`config.mk`:
```
export PLATFORM = sky130hd
export DESIGN_NAME = ram_sp_param
export DESIGN_NICKNAME = d
export VERILOG_FILES = /design/src/rtl/ram_sp_param.sv
export SDC_FILE = /design/constraint.sdc
export NUM_CORES = 1
export LEC_CHECK = 0
export CORE_ASPECT_RATIO = 0.7
export CORE_MARGIN = 4
export CORE_UTILIZATION = 55
export DETAILED_ROUTE_END_ITERATION = 12
export GPL_TIMING_DRIVEN = 0
export PLACE_DENSITY = 0.83
export SETUP_SLACK_MARGIN = 0.02
export SLEW_MARGIN = 0
export SYNTH_ARGS = -nofsm -noshare
export SYNTH_HDL_FRONTEND = slang
export SYNTH_SLANG_ARGS = --single-unit
```
`constraint.sdc`:
```
create_clock -name clk -period 2.5 [get_ports clk]
set_input_delay 0.5 -clock clk [delete_from_list [all_inputs] [get_ports clk]]
set_output_delay 0.5 -clock clk [all_outputs]
set_load 0.05 [all_outputs]
```
`src/rtl/ram_sp_param.sv`:
```
// Parametrised single-port synchronous RAM with pipelined read, read-valid strobe
// and a clear engine that zeroes the array after reset and on request. Optional parity: RAM_PARITY_EN.
module ram_sp_param #(
  parameter int DATA_W = 8,
  parameter int DEPTH  = 16,
  parameter int ADDR_W = $clog2(DEPTH),
  parameter int RD_LAT = 1
) (
  input  logic              clk,
  input  logic              reset_n,
  input  logic              cs,
  input  logic              w_en,
  input  logic              op_en,
  input  logic [ADDR_W-1:0] addr_in,
  input  logic [DATA_W-1:0] data_in,
  input  logic              clr_req,
`ifdef RAM_PARITY_EN
  input  logic              par_inj,
  output logic              par_err,
`endif
  output logic [DATA_W-1:0] data_out,
  output logic              rd_valid,
  output logic              busy
);

`ifdef RAM_PARITY_EN
  localparam int WORD_W = DATA_W + 1;
`else
  localparam int WORD_W = DATA_W;
`endif
  localparam logic [ADDR_W:0]   DEPTH_L = (ADDR_W + 1)'(DEPTH);
  localparam logic [ADDR_W-1:0] LAST    = ADDR_W'(DEPTH - 1);

  typedef enum logic [1:0] {ST_INIT, ST_IDLE, ST_CLR} state_e;

  state_e              state_q, state_d;
  logic [ADDR_W-1:0]   cnt_q, cnt_d;
  logic                sweep, wr_en, rd_issue, in_range;
  logic [WORD_W-1:0]   wr_word, rd_word;
  logic [WORD_W-1:0]   mem_q [DEPTH];

  logic                vld_p1_q;
  logic [DATA_W-1:0]   dat_p1_q;
  logic                vld_lst;
  logic [DATA_W-1:0]   dat_lst;
`ifdef RAM_PARITY_EN
  logic                perr_p1_q;
  logic                perr_lst;
`endif

  assign in_range = ({1'b0, addr_in} < DEPTH_L);

  always_ff @(posedge clk or negedge reset_n) begin
    if (!reset_n) begin
      state_q <= ST_INIT;
      cnt_q   <= '0;
    end else begin
      state_q <= state_d;
      cnt_q   <= cnt_d;
    end
  end

  // Clear has priority over any access sampled in the same IDLE cycle.
  always_comb begin
    state_d  = state_q;
    cnt_d    = cnt_q;
    sweep    = 1'b0;
    wr_en    = 1'b0;
    rd_issue = 1'b0;
    case (state_q)
      ST_INIT, ST_CLR: begin
        sweep = 1'b1;
        if (cnt_q == LAST) begin
          state_d = ST_IDLE;
          cnt_d   = '0;
        end else begin
          cnt_d = cnt_q + 1'b1;
        end
      end
      ST_IDLE: begin
        if (clr_req) begin
          state_d = ST_CLR;
          cnt_d   = '0;
        end else if (cs) begin
          wr_en    = w_en & in_range;
          rd_issue = ~w_en;
        end
      end
      default: begin
        state_d = ST_INIT;
        cnt_d   = '0;
      end
    endcase
  end

  assign busy = (state_q != ST_IDLE);

`ifdef RAM_PARITY_EN
  assign wr_word = {(^data_in) ^ par_inj, data_in};
`else
  assign wr_word = data_in;
`endif

  // A zero word already carries correct even parity.
  always_ff @(posedge clk) begin
    if (sweep) begin
      mem_q[cnt_q] <= '0;
    end else if (wr_en) begin
      mem_q[addr_in] <= wr_word;
    end
  end

  assign rd_word = mem_q[addr_in];

  // ---- read stage 1: array access, out-of-range reads return zero ----
  always_ff @(posedge clk or negedge reset_n) begin
    if (!reset_n) begin
      vld_p1_q  <= 1'b0;
      dat_p1_q  <= '0;
`ifdef RAM_PARITY_EN
      perr_p1_q <= 1'b0;
`endif
    end else begin
      vld_p1_q <= rd_issue;
      if (rd_issue) begin
        dat_p1_q  <= in_range ? rd_word[DATA_W-1:0] : '0;
`ifdef RAM_PARITY_EN
        perr_p1_q <= in_range & (^rd_word);
`endif
      end
    end
  end

  generate
    if (RD_LAT == 2) begin : g_lat2
      logic              vld_p2_q;
      logic [DATA_W-1:0] dat_p2_q;
`ifdef RAM_PARITY_EN
      logic              perr_p2_q;
`endif
      // ---- read stage 2: extra register, holds last result between reads ----
      always_ff @(posedge clk or negedge reset_n) begin
        if (!reset_n) begin
          vld_p2_q  <= 1'b0;
          dat_p2_q  <= '0;
`ifdef RAM_PARITY_EN
          perr_p2_q <= 1'b0;
`endif
        end else begin
          vld_p2_q <= vld_p1_q;
          if (vld_p1_q) begin
            dat_p2_q  <= dat_p1_q;
`ifdef RAM_PARITY_EN
            perr_p2_q <= perr_p1_q;
`endif
          end
        end
      end
      assign vld_lst  = vld_p2_q;
      assign dat_lst  = dat_p2_q;
`ifdef RAM_PARITY_EN
      assign perr_lst = perr_p2_q;
`endif
    end else begin : g_lat1
      assign vld_lst  = vld_p1_q;
      assign dat_lst  = dat_p1_q;
`ifdef RAM_PARITY_EN
      assign perr_lst = perr_p1_q;
`endif
    end
  endgenerate

  assign rd_valid = vld_lst;
  assign data_out = op_en ? dat_lst : '0;
`ifdef RAM_PARITY_EN
  assign par_err  = vld_lst & perr_lst;
`endif

endmodule
```
==> flow_summary.yaml <==
worst_setup_path:
  cp_top_family: "buffers and inverters"
  criticalPathCategory: "input port to flop"
  r2r_start: "state_q[0]"
  crit_chain: "clkdlybuf4s50_1, and4bb_1, clkbuf_1, a21oi_1, a31oi_1, nor2_1"
  reg2regPathDepth: 5
  worst-path-stages: 6
  crit_fanout: 10
  end_kind: "flop"
  r2r_setup_slack_ns: 0.11
  critPathArrivalTime_ns: 2.65
  startpoint_type: "input port"
  path_buf_inv: 2
  slowest_stage: "a31oi_1"
  slowest_delay_ns: 0.51
  critical_path_required_ns: 2.60
  rr_endpoint: "mem_q[10][4]"
  crit_end: "mem_q[10][4]"
  startpoint: "clr_req"
place:
  post-dp-hpwl_um: 8293
  io_buffers: 23
  dp_slack_ns: -0.4422
  placedCellCount: 517
  gp_congestion: 0.8791
global_routing:
  antenna_found_initial: 0
  grt_max_degree: 17
  gr-total-overflow: 0
  grt_pass1_wl_um: 19740
  grt_usage_pct: 21.98
  grt_pass1_vias: 3429
clock_network:
  clkSinkCount: 143
  cts_max_path_buffers: 2
  tritoncts: "built"
  cts_hold_repair.buffers: 0
  cts_setup_buffers: 0
  root_buffer: "clkbuf_16"
  clkTransAtPathRegs_ns: 0.06
  insertion_delay_ns: 0.42
  cts.htree.levels: 4
  cts_made_buffers: 17
synthesis:
  yosys.area.top_type_share_pct: 65.80
  synth-compound-area-share_pct: 6.854
  postSynthCellCount: 362
  seq_area_frac_synth_pct: 72.22
  synth_top_family_by_area: "multiplexers"
  synth_edf_count: 128
  avgSynthCellArea_um2: 16.14
  ys_types: 35
  yosysMostFrequentCell: "edfxtp_1"
  synth-xor-area-share_pct: 0.1499
  synth_area_leaders: "edfxtp_1 (66%), mux2i_1 (8.2%), dfrtp_1 (6.4%), mux4_2 (2.3%), nor2_1 (2.2%)"
  yosysTopAreaCell: "edfxtp_1"
  yosys-top-cells-count: "edfxtp_1 (128), mux2i_1 (48), nor2_1 (35), o22ai_1 (17), dfrtp_1 (15)"
  synth_mux_area_share_pct: 11.44
  async_reset_ff_share_pct: 10.49
  yosys_warnings: 0
  yosys.area_share.simple_pct: 6.104
  synth_seq_cells: 143
  synthFlopType: "edfxtp_1"
  syn-num-nets: 381
  synth_fa_ha_area_share_pct: 0.2142
  syn_area_um2: 5842
final_layout:
  drive_above_1_share_pct: 14.63
  nets: 423
  num_antenna_cells: 0
  utilization_pct: 66.35
  fin_cells: 549
  n_fill_cell: 682
  areaGrowthSynthToFinish_pct: 17.63
die:
  core_um2: 10360
  die_y_um: 94.23
  start_util_pct: 56.41
  die-area_um2: 12360
  dieWidth_um: 131.2
  num_io_pins: 28
  num_rows: 31
timing:
  slew_violations: 0
  fin_ws_ns: -0.05862
  fin_worst_skew_ns: 0.007753
  fmax_mhz: 390.8
  period_needed_ns: 2.559
  timing.final.crit_share_pct: 102.3
  rsz0062_at_grt: "yes"
  setup_viol: 32
  relSlewSlack_pct: 45.27
  worst_pin_slew_ns: 0.8179
  hold_viol_final: 0
routing:
  drtIter0Drc: 454
  drt-total-wl_um: 12720
  drtAntennaViolNets: 0
  via_per_inst: 6.231
  wl_per_cell_um: 23.17
  remaining_drc_errors: 0
  num_vias: 3421
  drt_first_pass_iters: 5
status:
  violations: "negative setup slack"
  status: "finished, violations left"
flow_run:
  maxCapViolations: 0
power_and_ir_drop:
  peakVddDrop_uv: 1035
  power_density_nw_per_um2: 1038
  p_leak_nw: 2.493
hold_path:
  hold_class: "input port to async pin"
layout make-up:
cell class / count / area, µm² / area share (%)
Buffer: 22 / 150.1 / 2.185
Clock buffer: 20 / 466.7 / 6.792
Clock inverter: 12 / 160.2 / 2.331
Inverter: 7 / 26.28 / 0.3824
Multi-Input combinational cell: 190 / 1464 / 21.30
Sequential cell: 143 / 4219 / 61.40
Tap cell: 132 / 165.2 / 2.403
Timing Repair Buffer: 23 / 220.2 / 3.205
how the worst min path moves through the flow:
stage / from / to / slack (ns) / depth (start not counted)
after floorplan: reset_n / cnt_q[0] / 0.20 / 0
after global placement: dat_lst[3] / dat_lst[3] / 0.53 / 2
after global routing: state_q[1] / state_q[1] / 0.59 / 2
after detailed placement: dat_lst[6] / dat_lst[6] / 0.54 / 2
final: reset_n / cnt_q[1] / 0.56 / 1
after CTS: reset_n / cnt_q[1] / 0.53 / 1
sequential cells by signal (all words and copies together) (netlist names):
signal    cells
cnt_q         4
mem_q       128
dat_lst       8
state_q       2
rd_valid      1
through the flow:
step | instance area [µm²] | TNS, ns | total power [W] | hold WS [ns]
finish | 6872 | -1.300 | 0.007135 | 0.5564
global route | 6872 | -8.171 | 0.007406 | 0.5903
CTS | 6859 | 0 | 0.007122 | 0.5348
detailed placement | 6237 | -55.29 | 0.004525 | 0.5420
global placement | 6237 | -39.88 | 0.004442 | 0.5260
floorplan | 5842 | 0 | 0.004111 | 0.2044
cells by family after synthesis:
logic type / after synthesis
flops: 143
buf+inv: 29
mux: 56
simple gates: 71
compound gates: 61
xor+xnor: 1
fa+ha+maj: 1
cells in the final DEF (no fill, tap or decap), types with 3 or more instances in the layout:
cell,Yosys,final
buf_2,6,6
nand2b_1,3,3
clkbuf_1,8,8
o21ai_0,4,4
nor2b_1,3,3
clkbuf_16,0,17
mux2i_1,48,48
nand2_1,3,3
dlygate4sd2_1,0,8
bufinv_16,0,3
clkdlybuf4s50_1,0,15
inv_1,7,7
clkinvlp_4,0,4
and3_1,8,8
buf_4,3,3
clkinv_4,0,4
edfxtp_1,128,128
a221oi_1,8,8
o22ai_1,17,17
o21ai_1,8,8
nand3_1,4,4
clkbuf_8,0,3
a32oi_1,4,4
nor2_1,35,28
and2_1,10,10
mux4_2,6,6
a21oi_1,4,4
dfrtp_1,15,15
nor2_2,0,7
a31oi_1,12,12
metal layers:
layer | share of wire (%) | up-vias | wire length, µm | GRT usage, %
met5 | 0 | - | 0 | 0
met4 | 1.6 | 0 | 207 | 8.129
met3 | 6.7 | 17 | 853 | 6.478
met2 | 47 | 168 | 5995 | 33.84
met1 | 45 | 1732 | 5664 | 30.12
li1 | - | 1504 | - | -
power by group:
| part | internal, W | total, W | switching, W |
|---|---|---|---|
| Combinational | 0.000398 | 0.00120 | 0.000805 |
| Clock | 0.00165 | 0.00262 | 0.000966 |
| Sequential | 0.00312 | 0.00331 | 0.000192 |
what timing repair did:
item | in CTS | in global routing
setup endpoints to repair | 37 | 112
pin swaps | 0 | 0
gates resized for setup | 10 | 5
No activity file was read; power rests on OpenSTA's default activity.
